`src/rtl/pcie_tx_arbiter.sv`:
```
// -----------------------------------------------------------------------------
// pcie_tx_arbiter
//
// Two-source arbiter in front of the PCIe core s_axis_tx port. The PIO engine
// (app_*) and the Ethernet-injected TLP stream (eth_*) compete for a single
// AXI4-Stream output (pcie_tx1_*). Whole packets are granted: once a source
// owns the path it keeps it until its tlast beat handshakes. There is a fixed
// one-cycle IDLE bubble between packets. Ties in IDLE are broken by a 1-bit
// round-robin pointer that flips on every completed packet.
//
// The data path is purely combinational: no beat is buffered, modified or
// reordered.
//
// Ports
//   pcie_clk, pcie_rst           clock, synchronous active-high reset
//   app_tx_req / app_tx_ack      PIO engine request / ownership indication
//   app_tx_t*                    PIO engine TLP stream (slave side)
//   eth_tx_t*                    Ethernet TLP stream (slave side); tvalid
//                                doubles as its request
//   pcie_tx1_t*                  stream to the PCIe core (master side)
//   app_pkt_cnt, eth_pkt_cnt     saturating completed-packet counters
//
// Build option
//   TX_ARB_STATS_EN  defined   : packet counters are implemented
//                    undefined : counter ports tie to 0, no counter flops
// -----------------------------------------------------------------------------
module pcie_tx_arbiter #(
    parameter int C_DATA_WIDTH = 64,
    parameter int KEEP_WIDTH   = C_DATA_WIDTH / 8
) (
    input  logic                    pcie_clk,
    input  logic                    pcie_rst,

    input  logic                    app_tx_req,
    output logic                    app_tx_ack,

    input  logic                    app_tx_tvalid,
    input  logic                    app_tx_tlast,
    input  logic [KEEP_WIDTH-1:0]   app_tx_tkeep,
    input  logic [C_DATA_WIDTH-1:0] app_tx_tdata,
    input  logic [3:0]              app_tx_tuser,
    output logic                    app_tx_tready,

    input  logic                    eth_tx_tvalid,
    input  logic                    eth_tx_tlast,
    input  logic [KEEP_WIDTH-1:0]   eth_tx_tkeep,
    input  logic [C_DATA_WIDTH-1:0] eth_tx_tdata,
    input  logic [3:0]              eth_tx_tuser,
    output logic                    eth_tx_tready,

    output logic                    pcie_tx1_tvalid,
    output logic                    pcie_tx1_tlast,
    output logic [KEEP_WIDTH-1:0]   pcie_tx1_tkeep,
    output logic [C_DATA_WIDTH-1:0] pcie_tx1_tdata,
    output logic [3:0]              pcie_tx1_tuser,
    input  logic                    pcie_tx1_tready,

    output logic [31:0]             app_pkt_cnt,
    output logic [31:0]             eth_pkt_cnt
);

    typedef enum logic [1:0] {
        IDLE    = 2'd0,
        GNT_APP = 2'd1,
        GNT_ETH = 2'd2
    } state_t;

    state_t state;
    logic   rr_eth;     // 0: tie goes to app, 1: tie goes to eth
    logic   ack_q;
    logic   pkt_done;

    // Output beats are forced to 0 in IDLE, so this can only fire in a grant.
    assign pkt_done   = pcie_tx1_tvalid & pcie_tx1_tready & pcie_tx1_tlast;
    assign app_tx_ack = ack_q;

    // Grant FSM; the ack is registered alongside the state it mirrors.
    always_ff @(posedge pcie_clk) begin
        if (pcie_rst) begin
            state  <= IDLE;
            rr_eth <= 1'b0;
            ack_q  <= 1'b0;
        end else begin
            case (state)
                IDLE: begin
                    if (app_tx_req && (!eth_tx_tvalid || !rr_eth)) begin
                        state <= GNT_APP;
                        ack_q <= 1'b1;
                    end else if (eth_tx_tvalid) begin
                        state <= GNT_ETH;
                        ack_q <= 1'b0;
                    end
                end
                GNT_APP, GNT_ETH: begin
                    // Only the handshaked tlast releases the grant; request
                    // or tvalid dropping mid-packet is ignored.
                    if (pkt_done) begin
                        state  <= IDLE;
                        ack_q  <= 1'b0;
                        rr_eth <= ~rr_eth;
                    end
                end
                default: begin
                    state <= IDLE;
                    ack_q <= 1'b0;
                end
            endcase
        end
    end

    // Combinational pass-through of the granted source.
    always_comb begin
        pcie_tx1_tvalid = 1'b0;
        pcie_tx1_tlast  = 1'b0;
        pcie_tx1_tkeep  = '0;
        pcie_tx1_tdata  = '0;
        pcie_tx1_tuser  = '0;
        app_tx_tready   = 1'b0;
        eth_tx_tready   = 1'b0;
        case (state)
            GNT_APP: begin
                pcie_tx1_tvalid = app_tx_tvalid;
                pcie_tx1_tlast  = app_tx_tlast;
                pcie_tx1_tkeep  = app_tx_tkeep;
                pcie_tx1_tdata  = app_tx_tdata;
                pcie_tx1_tuser  = app_tx_tuser;
                app_tx_tready   = pcie_tx1_tready;
            end
            GNT_ETH: begin
                pcie_tx1_tvalid = eth_tx_tvalid;
                pcie_tx1_tlast  = eth_tx_tlast;
                pcie_tx1_tkeep  = eth_tx_tkeep;
                pcie_tx1_tdata  = eth_tx_tdata;
                pcie_tx1_tuser  = eth_tx_tuser;
                eth_tx_tready   = pcie_tx1_tready;
            end
            default: ;
        endcase
    end

`ifdef TX_ARB_STATS_EN
    logic [31:0] app_cnt;
    logic [31:0] eth_cnt;

    function automatic logic [31:0] sat_inc(input logic [31:0] v);
        return (v == 32'hFFFF_FFFF) ? v : v + 32'd1;
    endfunction

    always_ff @(posedge pcie_clk) begin
        if (pcie_rst) begin
            app_cnt <= '0;
            eth_cnt <= '0;
        end else if (pkt_done) begin
            if (state == GNT_APP) app_cnt <= sat_inc(app_cnt);
            if (state == GNT_ETH) eth_cnt <= sat_inc(eth_cnt);
        end
    end

    assign app_pkt_cnt = app_cnt;
    assign eth_pkt_cnt = eth_cnt;
`else
    assign app_pkt_cnt = '0;
    assign eth_pkt_cnt = '0;
`endif

endmodule
```
`config.mk`:
```
export PLATFORM = sky130hd
export DESIGN_NAME = pcie_tx_arbiter
export DESIGN_NICKNAME = d
export VERILOG_FILES = /design/src/rtl/pcie_tx_arbiter.sv
export SDC_FILE = /design/constraint.sdc
export NUM_CORES = 1
export LEC_CHECK = 0
export BUFFER_PORTS_ARGS = -buffer_cell sky130_fd_sc_hd__buf_4
export CAP_MARGIN = 20
export CORE_AREA = 2 2 119 121
export DETAILED_ROUTE_END_ITERATION = 10
export DIE_AREA = 0 0 121 123
export GPL_TIMING_DRIVEN = 0
export MAX_ROUTING_LAYER = met4
export PLACE_DENSITY = 0.44
export SLEW_MARGIN = 5
export SYNTH_ARGS = -nofsm -noshare
export SYNTH_HDL_FRONTEND = slang
export SYNTH_SLANG_ARGS = --single-unit
```
`constraint.sdc`:
```
create_clock -name pcie_clk -period 2.4 [get_ports pcie_clk]
set_clock_uncertainty 0.05 [all_clocks]
set_input_delay 0.48 -clock pcie_clk [delete_from_list [all_inputs] [get_ports pcie_clk]]
set_output_delay 0.48 -clock pcie_clk [all_outputs]
set_load 0.02 [all_outputs]
```
==> flow_results.org <==
** Pwr
- Total power after layout :: ~3.9 mW
- The worst-case IR drop observed on VDD is around 340 µV.
- Summed over all cells, the static leakage comes to about 2.2 nW.
- Pwr dens :: 909 nW/µm²

** Synthesis
- Post-synthesis instance area :: 1890 µm²
- The synthesized design contains 0 enable-type register cells.
- Flop and latch count out of synthesis :: 3
- Instance count of the mapped netlist :: 273
- Async set or reset register ratio after synthesis :: 0
- Of the synthesized area, sequential elements account for 0.0317.
- Number of warnings issued by yosys :: 0
- For this run, the leading register cell type out of synthesis is dfxtp_1.
- The number of different library cells used by synthesis comes to 20.
- Per-instance average area after synthesis :: roughly 6.9 µm²

** Timing
- The final number of hold-violating endpoints is 0.
- Setup violators final :: 0
- Clock period minus final worst setup slack :: approximately 2300 ps
- The tightest hold path in the finished design has a slack of just under 400 ps.
- The max-slew violation count came to 0.
- Worst Setup Slack, final :: between 50 and 60 ps
- Of the available clock period, the critical path in the final layout requires 0.976.
- Top achievable clock speed :: roughly 430 MHz
- Unrepaired setup endpoints after global routing :: yes

** Floorplan
- Die height :: about 120 µm
- Horiz. Die Dim :: about 120 µm
- Row Count :: 43
- The die covers between 10,000 and 15,000 µm².
- The initial utilization of the core area, before any placement, comes to 0.139.
- Io pins :: approximately 300
- Core Region :: roughly 14,000 µm²

** Critical path
- In this run the critical register-to-register path is launched from state[1].
- Slowest cell on the critical path :: dfxtp_1
- Length in cells of the worst reg-to-reg path :: 6
- CP arrival :: between 1500 and 2000 ps
- Setup slack on the worst flop-to-flop path :: between 600 and 700 ps
- For this run, the slowest stage of the critical path takes approximately 350 ps.
- Classification of the worst setup path :: reg -> out
- At the worst endpoint, the required time is 1870 ps.
- The most numerous cell type found on the critical path is buf_4.
- The worst register-to-register path ends at app_tx_ack.
- Of all nets on the critical path, the largest fanout is 10.
- Crit path cell chain :: inv_1 -> ha_1 -> clkbuf_4 -> buf_6 -> buf_4 -> a22oi_2 -> nor2b_4 -> buf_4
- The worst setup path is captured at a primary output.
- STA classifies the critical path startpoint as a flop.

** Clock tree
- In this run the number of H-tree levels came out at 1.
- Root Driver :: clkbuf_16
- After clock tree synthesis, the setup repair step added 0 buffers.
- Clock Path Buffers :: 2
- The later pin in the worst-skew pair is clocked with a latency of about 220 ps.
- Clock buffers created by TritonCTS :: 3
- Counting every sink on the clock net gives 3.
- After clock tree synthesis, the clock-pin slew on the worst setup and hold paths is ~30 ps.
- Clock tree from TritonCTS :: done
- In this run, post-CTS hold repair placed 0 buffers.

** GRT
- Across every metal layer, demand over resource in global routing totals 0.119.
- Number of global-route vias before repair :: 2,667
- Number of antenna violations at the first check in global routing :: 1
- For this run the aggregate overflow at the end of global routing stands at 0.
- For this run, global-route usage on met3 was measured as 0.0231.
- In this run the most used layer during global routing was met2.
- Met1 track utilization from global routing :: 0.134
- Global-route wire length before repair :: 13,600 µm
- Entering global routing, the biggest net connects 11 pins.
- Routing usage on met2 :: 0.221

** Cells and area
- Synthesis-to-finish area growth :: 128%
- The final layout contains 744 nets.
- Utilization of the core after routing :: 0.318
- Area of all placed cells without fillers :: ~4300 µm²
- Fraction of final layout cells with drive strength greater than 1 :: 0.586

** Min path
- The path class of the tightest hold or removal check is in -> reg.
- Hold-critical path endpoint :: rr_eth
- Hold Crit Start :: pcie_rst
- The worst hold path was traced through 2 stages.

** Run
- The tool flagged a number of max-cap violations equal to 0.

** Routing
- The detailed router placed roughly 2,900 vias in this run.
- In this run the remaining antenna-violating nets after routing total 0.
- The first detailed-routing pass ran for 4 iterations.
- Total wire length after detailed routing :: approximately 10,000 µm
- DRC violations left :: 0
- Dividing the detail-routed wire length by the instance count gives 13.2 µm.
- After the first detailed-routing iteration, the DRC count stood at between 80 and 90.
- Using the TritonRoute via totals, the vias-per-cell ratio works out to ~3.8.

** Placement
- Final estimated routing congestion in global placement :: between 0.7 and 0.8
- # port buffers :: 240
- Placed inst area :: between 4000 and 5000 µm²
- Once detailed placement completed, the half-perimeter wirelength came to roughly 8600 µm.
- Prior to clock tree synthesis, the placed netlist has a worst setup slack of -234 ps.

** Run status
- The run finished with clean final reports.
-- kinds of logic (layout without fill, tap and decap cells) --
family | count (synthesis) | in the layout | synth area share
buf+inv | 93 | 337 | 0.320
simple gates | 90 | 90 | 0.291
compound gates | 80 | 80 | 0.320
fa+ha+maj | 3 | 3 | 0.0198
flops | 3 | 3 | 0.0317
mux | 2 | 2 | 0.0106
other cells | 1 | 65 | 0.00198
xor+xnor | 1 | 1 | 0.00463
-- where the power goes --
part           internal (mW)  total, mW  switching, mW
registers             0.0711     0.0883         0.0173
clock network          0.219      0.268         0.0483
logic                   1.68       3.57           1.89
total                   1.97       3.93           1.96
-- worst max-delay path, delay by kind of cell, from the launching register on --
kind	cells	cell delay, ps
simple gates	1	60
fa+ha+maj	1	190
flops	1	350
buf+inv	5	770
compound gates	1	230
-- metal layers --
layer	part of all wire	wire [µm]
met1	0.38	3800
met2	0.52	5220
met3	0.090	899
met4	0.0097	97
met5	0	0
-- synth_stat cells, types with 2 or more instances --
cell / count / area share
dfxtp_1: 3 / 0.032
buf_4: 65 / 0.26
nand2_1: 3 / 0.0059
ha_1: 3 / 0.020
nor2b_1: 78 / 0.26
nor2_1: 2 / 0.0040
mux2i_1: 2 / 0.011
a22oi_1: 77 / 0.31
clkbuf_1: 16 / 0.032
inv_1: 2 / 0.0040
nand2b_1: 2 / 0.0066
and2_1: 3 / 0.0099
buf_2: 10 / 0.026
-- how the worst max path moves through the flow --
stage / start / to / cells after the start
global route: state[1] / pcie_tx1_tdata[56] / 8
CTS: state[1] / pcie_tx1_tdata[56] / 8
floorplan: app_tx_ack / pcie_tx1_tdata[54] / 6
detailed placement: app_tx_ack / pcie_tx1_tdata[56] / 7
global placement: app_tx_ack / pcie_tx1_tdata[56] / 7
finish: state[1] / pcie_tx1_tdata[56] / 8
-- registers in the layout (all words and copies together) (netlist names) --
signal / flops
app_tx_ack: 1
rr_eth: 1
state: 1
-- final cells by class --
type / instances / area (µm²)
well taps: 180 / 225
flip-flops and latches: 3 / 61.3
clock buffers: 4 / 78.8
plain buffers: 91 / 654
repair buffers: 240 / 1800
diodes: 1 / 2.50
inverters: 2 / 7.51
multi-input cells: 240 / 1490
fillers: 1506 / 9290
-- metrics by stage --
stage / std cells / setup TNS (ps)
final: 761 / 0
after detailed placement: 756 / -1610
after floorplan: 336 / 0
after global routing: 761 / -259
after global placement: 756 / -1560
after CTS: 760 / -27.2
-- repair_timing --
action | 4_1_cts | 5_1_grt
pin swaps | 0 | 1
setup endpoints to repair | 78 | 76
resized for setup | 12 | 40
-- placed cells by master (no fill, tap or decap), types with 3 or more instances in the layout --
cell	instances
clkbuf_16	3
clkbuf_4	3
conb_1	64
nor2b_1	77
a22oi_1	73
ha_1	3
a22oi_2	4
and2_1	3
buf_4	312
nand2_1	3
clkbuf_2	13
(Power assumes the default switching activity.)
